$ cat src/rtl/sc_pkg.sv
// sc_pkg: shared stochastic-computing types and helpers for the encode and decode ends.
package sc_pkg;
  localparam int SC_WIDTH = 8;
  typedef enum logic [1:0] {IDLE, RUN, DONE} dec_state_t;
  function automatic int unsigned sc_window(input int unsigned w);
    return (32'd1 << w) - 32'd1;
  endfunction
endpackage

$ cat src/rtl/sc_window_counter.sv
// sc_window_counter: clear/enable counter whose last flag marks the increment that completes a window.
module sc_window_counter
  import sc_pkg::*;
#(
  parameter int WIDTH = SC_WIDTH
) (
  input  logic             clk,
  input  logic             reset,
  input  logic             clear,
  input  logic             inc,
  output logic [WIDTH-1:0] count,
  output logic             last
);
  localparam logic [WIDTH-1:0] TERM = WIDTH'(sc_window(WIDTH) - 1);
  always_ff @(posedge clk or posedge reset)
    if (reset) count <= '0;
    else if (clear) count <= '0;
    else if (inc) count <= count + 1'b1;
  assign last = inc && count == TERM;
endmodule

$ cat src/rtl/sc_stream_decoder.sv
// sc_stream_decoder: counts 1s over one full LFSR period of valid samples and reports the binary estimate.
module sc_stream_decoder
  import sc_pkg::*;
#(
  parameter int WIDTH      = SC_WIDTH,
  parameter bit CONTINUOUS = 1'b0
) (
  input  logic             clk,
  input  logic             reset,
  input  logic             start,
  input  logic             abort,
  input  logic             bit_in,
  input  logic             bit_valid,
  output logic             busy,
  output logic             done,
  output logic [WIDTH-1:0] value,
  output logic [WIDTH-1:0] progress
);
  dec_state_t state;
  logic [WIDTH-1:0] prog_cnt, ones_cnt;
  logic run, take, prog_last, unused_ones_last;
  assign run  = state == RUN;
  assign take = run && !abort && bit_valid;
  // Counters sit cleared outside RUN, so every window starts from zero.
  sc_window_counter #(.WIDTH(WIDTH)) u_prog (
    .clk(clk), .reset(reset), .clear(!run), .inc(take), .count(prog_cnt), .last(prog_last)
  );
  sc_window_counter #(.WIDTH(WIDTH)) u_ones (
    .clk(clk), .reset(reset), .clear(!run), .inc(take && bit_in), .count(ones_cnt),
    .last(unused_ones_last)
  );
  assign busy     = run;
  assign progress = run ? prog_cnt : '0;
  always_ff @(posedge clk or posedge reset)
    if (reset) begin
      state <= IDLE;
      done  <= 1'b0;
      value <= '0;
    end else begin
      done <= take && prog_last;
      // The final sample is still in flight in the ones counter, so add it here.
      if (take && prog_last) value <= ones_cnt + WIDTH'(bit_in);
      case (state)
        IDLE:    state <= start && !abort ? RUN : IDLE;
        RUN:     state <= abort ? IDLE : prog_last ? DONE : RUN;
        default: state <= CONTINUOUS && !abort ? RUN : IDLE;
      endcase
    end
endmodule

$ cat config.mk
export PLATFORM = sky130hd
export DESIGN_NAME = sc_stream_decoder
export DESIGN_NICKNAME = d
export VERILOG_FILES = /design/src/rtl/sc_pkg.sv /design/src/rtl/sc_window_counter.sv /design/src/rtl/sc_stream_decoder.sv
export SDC_FILE = /design/constraint.sdc
export NUM_CORES = 1
export LEC_CHECK = 0
export CAP_MARGIN = 15
export CORE_ASPECT_RATIO = 2
export CORE_MARGIN = 2
export CORE_UTILIZATION = 45
export CTS_BUF_LIST = sky130_fd_sc_hd__clkbuf_2
export DETAILED_ROUTE_END_ITERATION = 16
export GPL_ROUTABILITY_DRIVEN = 1
export GPL_TIMING_DRIVEN = 0
export PLACE_DENSITY = 0.69
export SETUP_SLACK_MARGIN = 0.02
export SYNTH_ARGS = -nofsm -noshare
export SYNTH_HDL_FRONTEND = slang
export SYNTH_SLANG_ARGS = --single-unit
$ cat constraint.sdc
create_clock -name clk -period 2 [get_ports clk]
set_input_delay 0.4 -clock clk [delete_from_list [all_inputs] [get_ports clk]]
set_output_delay 0.4 -clock clk [all_outputs]
set_load 0.05 [all_outputs]
# ---- Yosys cells after proc, flatten, opt, wreduce, memory -nomap -nowiden
# Index checks and enable logic that the tools add are counted.
dict set report word_totals {
  elab_cells 29
  regBits 27
  out_inout_bits 18
  in_bits 6
}
dict set report op_classes {
  reduce_logical 8
  add_sub_neg 3
  n_eq_ne 4
  muxes 9
}
# operator count
set op_table {}
lappend op_table {{2-to-1 mux 8 bit} 5}
lappend op_table {{adder 8 x 1 -> 8 bit (second input constant)} 2}
lappend op_table {{adder 8 x 1 -> 8 bit} 1}
lappend op_table {{== test 8 bit (second input constant)} 1}
lappend op_table {{logical AND 1 bit} 6}
lappend op_table {{2-to-1 mux 2 bit} 2}
lappend op_table {{!= test 2 x 1 -> 1 bit (second input constant)} 2}
lappend op_table {{case mux 2 bit (2 select lines)} 1}
lappend op_table {{== test 2 x 1 -> 1 bit (second input constant)} 1}
lappend op_table {{zero test 2 bit} 1}
lappend op_table {{zero test 1 bit} 1}
lappend op_table {{2-to-1 mux 1 bit} 1}

# ---- Depth between registers and ports, before layout
dict set report logic_depth {
  word_depth 7
  depth_mapped 6
}

# ---- By module
# Synthesis repeated with hierarchy kept, for this count alone.
dict set report hier_totals {
  cells_unflattened 145
  hier_area_um2 1465.2
}
# mod cells_each seq_area_each_um2 n_inst area_per_inst_um2
set by_module_without_submodules {}
lappend by_module_without_submodules {sc_window_counter 42 200.2 2 419.2}
lappend by_module_without_submodules {sc_stream_decoder 61 275.3 1 626.9}

# ---- Worst setup path before layout
# OpenSTA, ideal clock, no wires.
dict set report synth_timing {
  kind {reg2out}
  start {register state[1]}
  end {output progress[0]}
  stages_incl_launch_ff 5
  t_arrival_ns 1.567
  required_time_ns 1.600
  path_slack_ns 0.033
  path_cell_list {dfrtp_1 -> nand2b_1 -> clkbuf_1 -> clkbuf_1 -> nor2_1}
}
dict set report synth_via {
  elab_chain_cells 2
}
# element line_no
set synth_rtl {}
lappend synth_rtl {{start, declared} sc_stream_decoder.sv:19} ;# dec_state_t state;
lappend synth_rtl {{start signal, assigned} sc_stream_decoder.sv:44} ;# IDLE: state <= start && !abort ? RUN : IDLE;
lappend synth_rtl {{start signal, assigned} sc_stream_decoder.sv:45} ;# RUN: state <= abort ? IDLE : prog_last ? DONE : RUN;
lappend synth_rtl {{start signal, assigned} sc_stream_decoder.sv:46} ;# default: state <= CONTINUOUS && !abort ? RUN : IDLE;
lappend synth_rtl {{== test 2 x 1 -> 1 bit} sc_stream_decoder.sv:22} ;# assign run = state == RUN;
lappend synth_rtl {{2-to-1 mux 8 bit} sc_stream_decoder.sv:33} ;# assign progress = run ? prog_cnt : '0;
lappend synth_rtl {{end, declared} sc_stream_decoder.sv:17} ;# output logic [WIDTH-1:0] progress
# Every way passes these cells.

# ---- Final worst setup path
dict set report layout_timing {
  start {register state[1]}
  end {output progress[6]}
}
# The elaborated chain is that of the path after synthesis.

==> qor.csv <==
stage,metric,value,unit
status,status,finished clean,
drt,post-route-drc-count,0,
worst_setup_path,worst-path-buf-inv,3,
global_route,grt_max_degree,28,
worst_setup_path,r2r_setup_slack,240,ps
global_route,grt_use_total,18.72,%
yosys,yosys_warnings,0,
worst_setup_path,crit_fanout,10,
worst_setup_path,cpPeakStageDelay,440,ps
global_route,grt.overflow.total,0,
sta,layout_setup_ws,87.72,ps
yosys,syn_nets,149,
worst_setup_path,rr_worst_depth,6,
sta,hold_viol,0,
clock_tree,cts_inserted_buffers,3,
job,max-cap-violations,0,
worst_setup_path,path_delay_family,buffers and inverters,
clock_tree,clockBufferDepth,2,
hold_path,hp-class,in2async,
drt,drtPass1Iterations,4,
floorplanning,start_util,45.95,%
clock_tree,root_buffer,clkbuf_2,
drt,vias_per_cell,5.756,
place,placed_cells,192,
sta,fin_crit_sh,95.61,%
clock_tree,clk_pin_slew,220,ps
worst_setup_path,cp.arrival,1510,ps
power_and_ir_drop,vdd_drop_max,0.3907,mV
clock_tree,cts_sinks,27,
yosys,synth_seq_area_share,47.12,%
drt,wirelength,2.967,mm
clock_tree,cts_hold_buf,0,
clock_tree,post_cts_resize_count,62,
floorplanning,pin_count,24,
worst_setup_path,required,1600,ps
yosys,synth_cell_type_count,34,
finish,nNetsFinal,178,
worst_setup_path,cp_cell_sequence,nand2b_4 > buf_8 > clkbuf_16 > nor2_2 > buf_6,
finish,layoutNonFillerInstCount,197,
finish,drive_gt1_share,20.48,%
clock_tree,cts_setup_buffers,0,
clock_tree,cts-htree-levels,1,
clock_tree,clk_latency,360,ps
power_and_ir_drop,powerDensity,475.5,nW/µm²
yosys,syn_area,1434,µm²
floorplanning,die_w,43.92,µm
yosys,synth_cells,138,
worst_setup_path,crit_type,reg2out,
power_and_ir_drop,p_leak,0.8823,nW
finish,area_growth,24.78,%
sta,period_needed,1912,ps
finish,final_area,1789,µm²
sta,max_clock_freq,0.5229,GHz
global_route,first_global_vias,1136,
drt,ant_nets,0,
sta,max_slew_margin,66.07,%
place,portBuffers,23,
floorplanning,dieArea,3681,µm²
place,dp_hpwl,2.222,mm
worst_setup_path,r2r-start,u_prog.count[0],
drt,drt-initial-drc-count,34,
finish,fill_cells,295,
sta,skew,21.95,ps
drt,wl_per_cell,15.06,µm
worst_setup_path,endpoint_kind,primary output,
floorplanning,coreArea,3120,µm²
clock_tree,cts_tree,built,
sta,slew_viol_final,0,
yosys,synth_edf_count,0,
place,post_dp_cell_area,1703,µm²
floorplanning,die_h,83.83,µm
drt,dr_total_vias,1134,
sta,setup_tns,0,ps
yosys,synth.ff_latch_count,27,
worst_setup_path,startpoint_type,flop,
global_route,antenna_found_initial,0,
worst_setup_path,cpMaxStageDelayCell,dfrtp_1,
sta,rsz0062_at_grt,true,
yosys,synthArstFlopShare,100.0,%
yosys,synth.avg_cell_area,10.39,µm²
yosys,synthFlopType,dfrtp_1,
place,dp_slack,-594.8,ps
finish,antenna_cells,0,
floorplanning,rows,29,
place,finalWeightedCongestion,0.8297,
sta,finalSetupViolations,0,
worst_setup_path,timing.rr.end,value[4],
global_route,grt_pass1_wl,5.340,mm
sta,worstMarginPinSlew,508.1,ps
## Yosys cell counts, types with 3 or more instances
cell type | count | area [µm²]
inv_1 | 5 | 18.77
mux2_4 | 5 | 75.07
and2_1 | 6 | 37.54
a31oi_1 | 3 | 18.77
xnor2_1 | 4 | 35.03
a41oi_1 | 3 | 26.28
nand4_1 | 4 | 25.02
or3_1 | 9 | 56.30
xor2_1 | 3 | 26.28
nor2_1 | 10 | 37.54
a21oi_1 | 10 | 50.05
nand3_1 | 3 | 15.01
dfrtp_1 | 27 | 675.7
nand2_1 | 5 | 18.77
ha_1 | 5 | 62.56
o21ai_0 | 10 | 50.05
## through the flow
step	hold WS [ps]	power, mW	util, %
finish	240.1	0.8507	57.34
global route	239.3	0.8902	57.34
CTS	475.4	0.8513	55.69
detailed placement	449.2	0.6349	54.57
global placement	432.3	0.6322	54.57
floorplan	415.2	0.6040	-
## layout by cell type (no fill, tap or decap), drive strengths merged
cell,count
dfrtp,27
buf,14
o21ai,10
a21oi,10
or3,10
nor2,10
and2,6
clkdlybuf4s50,6
mux2,6
nand2,5
inv,5
ha,5
dlymetal6s2s,5
clkbuf,5
nand4,4
xnor2,4
nand3,3
a41oi,3
a31oi,3
xor2,3
dlygate4sd2,3
and4,3
o31ai,2
or4,2
nand4b,2
nand3b,2
nand2b,2
and4bb,1
mux2i,1
or2,1
nor4,1
nor3,1
clkdlybuf4s15,1
## layer usage
| metal | wire length [µm] | up-vias | track usage, % |
|---|---|---|---|
| met1 | 1141 | 554 | 22.05 |
| li1 | - | 556 | - |
| met2 | 1682 | 19 | 33.42 |
| met3 | 91 | 5 | 1.732 |
| met5 | 0 | - | 0 |
| met4 | 52 | 0 | 6.612 |
## worst register-to-register path, cell delays in order, from the launching register on
cell and delay [ps]:
dfrtp_1 450, inv_1 130, ha_1 160, and2_1 210
and4_4 250, buf_6 150, mux2_4 310
## area by class of cell
class                      count  area [µm²]  area share [%]
sequential                    27       675.6           37.76
tap                           31       38.79           2.168
multi-input combinational    100       711.9           39.79
clock buffer                   4       20.02           1.119
inverter                       5       18.77           1.049
timing repair buffer          24       249.0           13.92
buffer                         6       75.07           4.196
## kinds of logic (layout without fill, tap and decap cells)
| logic type | after synthesis | count (layout) | share of synthesized area, % |
|---|---|---|---|
| adder cells (fa/ha/maj) | 5 | 5 | 4.363 |
| AND/OR/NAND/NOR | 53 | 53 | 22.08 |
| flip-flops | 27 | 27 | 47.12 |
| AO/OA/AOI/OAI | 28 | 28 | 11.17 |
| multiplexers | 7 | 7 | 6.719 |
| buffers and inverters | 11 | 39 | 4.276 |
| XOR/XNOR | 7 | 7 | 4.276 |
## flip-flops by register name (all words and copies together) (netlist names)
register / count
value: 8
state: 2
u_prog.count: 8
u_ones.count: 8
done: 1
## power by group
group | switching [mW] | total, mW | leakage, nW | internal (mW)
Clock | 0.156 | 0.209 | 0.0166 | 0.0528
Sequential | 0.00419 | 0.555 | 0.375 | 0.551
Combinational | 0.0481 | 0.0871 | 0.490 | 0.0389
Total | 0.208 | 0.851 | 0.882 | 0.642
## worst max-delay path by stage
stage | end | slack (ps) | depth (start not counted) | from
after global routing | progress[6] | 8 | 5 | state[1]
after detailed placement | progress[6] | -590 | 5 | state[0]
after global placement | progress[6] | -540 | 5 | state[0]
after floorplan | progress[0] | 30 | 4 | state[1]
final | progress[6] | 90 | 5 | state[1]
after CTS | progress[6] | 20 | 5 | state[1]
Note: power is estimated with default switching activity, not from simulation.
==> RTL edit (config.mk and constraints unchanged) <==
The parameter `CONTINUOUS` goes from 1'b0 to 1'b1.
--- a/src/rtl/sc_stream_decoder.sv
+++ b/src/rtl/sc_stream_decoder.sv
@@ -3,7 +3,7 @@
   import sc_pkg::*;
 #(
   parameter int WIDTH      = SC_WIDTH,
-  parameter bit CONTINUOUS = 1'b0
+  parameter bit CONTINUOUS = 1'b1
 ) (
   input  logic             clk,
   input  logic             reset,
Behaviour: no difference found for any inputs over 10 cycles, from zero or initial values and one cycle with reset high; that may be too few to reach the edited logic, so the function may still have changed.
==> RTL edit against the unedited design <==
Synthesized area is 1.3% higher; routed wire length down 4.2%; final area up 0.98%; synthesized cell count grew 1.4%; sequential cell count stayed put; total power grew 1.1%; clock skew shrank 0.014 ns; worst setup slack better by 0.013 ns; largest cell class unchanged.
==> RTL edit: results (changes against the unedited design) <==
Clock tree
  • Clock Tree Root: clkbuf_2
  • CTS clk-pin slew, worst paths: 0.25 ns (+0.03 ns)
  • Post-cts resize count: 65 (+4.8%)
  • H-tree Lvls: 1 (unchanged)
  • Maximum root-to-sink buffer count: 2 (unchanged)
  • TritonCTS Buffers: 3 (unchanged)
  • Post-CTS setup buffers: 0 (unchanged)
  • Worst skew pair latency: 0.36 ns (about the same)

Layout
  • Fill cells: 308 (+4.4%)
  • Top flop regs: u_ones.count x8, u_prog.count x8, value x8
  • Layout cells sized above 1: 23.81% (+3.3 points)
  • Antenna Cells: 0 (unchanged)
  • Nets: 180 (+1.1%)

Worst setup path
  • CP top delay family: flip-flops
  • Crit path max fanout: 3 (-7)
  • Crit path max-delay cell type: dfrtp_1
  • Worst reg2reg path depth: 4 (-2)
  • Worst Path Arrival: roughly 1.5 ns
  • Worst reg-to-reg setup slack: 0.51 ns (+0.27 ns)
  • Reg2reg start: u_prog.count[0]$_DFFE_PP0P_
  • Slowest cell delay on critical path: ~0.45 ns
  • Reg2reg end: value[1]$_DFFE_PP0P_

Min path
  • Worst hold path type: primary input to async pin

Routing
  • Via count: 1068 (-5.8%)
  • Iteration-0 DRC Markers: 19 (-44%)
  • Drt wl/cell: 14.28 um (-5.2%)
  • DRT Pass-1 Iters: 4 (unchanged)

Synth
  • Synth async-reset ratio: 100.0% (unchanged)
  • Syn nets: 151 (+1.3%)
  • Unique cell type count in the Yosys netlist: 33 (-2.9%)
  • Number of synthesis warnings: 0 (unchanged)
  • Top post-synthesis cells by count: dfrtp_1 (27), nor2_1 (15), nand2_1 (14), xor2_1 (10), xnor2_1 (8)
  • Post-synth EDFFs: 0 (unchanged)
  • Dominant cells by area after synthesis: dfrtp_1 (47%), xor2_1 (6.0%), xnor2_1 (4.8%), ha_1 (4.3%), nor2_1 (3.9%)
  • Sequential fraction of the synthesis area: 46.51% (-0.61 points)

Timing
  • Skew final: 0.007602 ns (-0.01434 ns)
  • Worst slew margin: 66.76% (+0.69 points)
  • Worst Hold Margin: 0.2210 ns (-0.01909 ns)

Global routing
  • Number of antenna violations at the first check in global routing: 0 (unchanged)
  • Wire length of the first global-routing pass: 4.871 mm (-8.8%)
  • Total GRT Usage: 17.37% (-1.3 points)
  • Largest net degree at the start of global routing: 28 (unchanged)

Power and ir drop
  • VDD IR max: 417.8 uV (+7.0%)
  • Leakage Power: 0.9047 nW (+2.5%)

Placed design
  • I/O Buffers: 23 (unchanged)
  • DP Area: 0.001722 mm2 (+1.1%)
  • DP Wirelength: 2.218 mm (-0.16%)
  • Setup WS pre-CTS: -0.3914 ns (+0.2034 ns)
  • GP Congestion: 0.7703 (-7.2%)

Outcome
  • Status: complete, no violations
## RTL edit: worst register-to-register path: cells and delay by family, from the launching register on
family / cells / cell delay, ns
and+or+nand+nor: 1 / 0.16
muxes: 1 / 0.34
buffers and inverters: 1 / 0.16
adders and majority gates: 1 / 0.23
DFF: 1 / 0.53
## RTL edit: cell families after synthesis
kind of cell | after synthesis | synth area share (%)
adders and majority gates | 5 | 4.307
muxes | 3 | 3.101
buffers and inverters | 13 | 4.909
AOI/OAI and AO/OA | 11 | 5.254
xor gates and xnor gates | 18 | 10.85
and+or+nand+nor | 63 | 25.07
DFF | 27 | 46.51
## RTL edit: worst max path at each step
stage,slack (ns),end,depth (start not counted)
floorplan,0.04,progress[0],4
global route,0.02,progress[7],2
CTS,0.02,value[6],1
detailed placement,-0.39,progress[0],5
global placement,-0.35,progress[0],5
finish,0.10,progress[7],2
## RTL edit: per-layer routing
layer	routed length [um]	GRT usage, %
met4	69	8.540
met2	1691	31.42
met1	1000	19.05
met3	79	1.505
met5	0	0
## RTL edit: through the flow
stage	cells	power, mW	TNS (ns)
2_1_floorplan	140	0.6114	0
3_3_place_gp	194	0.6408	-1.273
3_5_place_dp	194	0.6432	-1.527
4_1_cts	198	0.8601	0
5_1_grt	199	0.8928	0
6_report	199	0.8605	0
## RTL edit: area by class of cell
cell class	count	area, um2	area share [%]
Buffer	7	62.56	3.463
Clock buffer	4	20.02	1.108
Inverter	6	25.02	1.385
Multi-Input combinational cell	100	723.2	40.03
Sequential cell	27	675.6	37.40
Tap cell	31	38.79	2.147
Timing Repair Buffer	24	261.5	14.47
## RTL edit: where the power goes
| part | internal, mW | switching (mW) |
|---|---|---|
| clock | 0.0527 | 0.161 |
| sequential | 0.551 | 0.00731 |
| combinational | 0.0365 | 0.0519 |
| total | 0.641 | 0.220 |
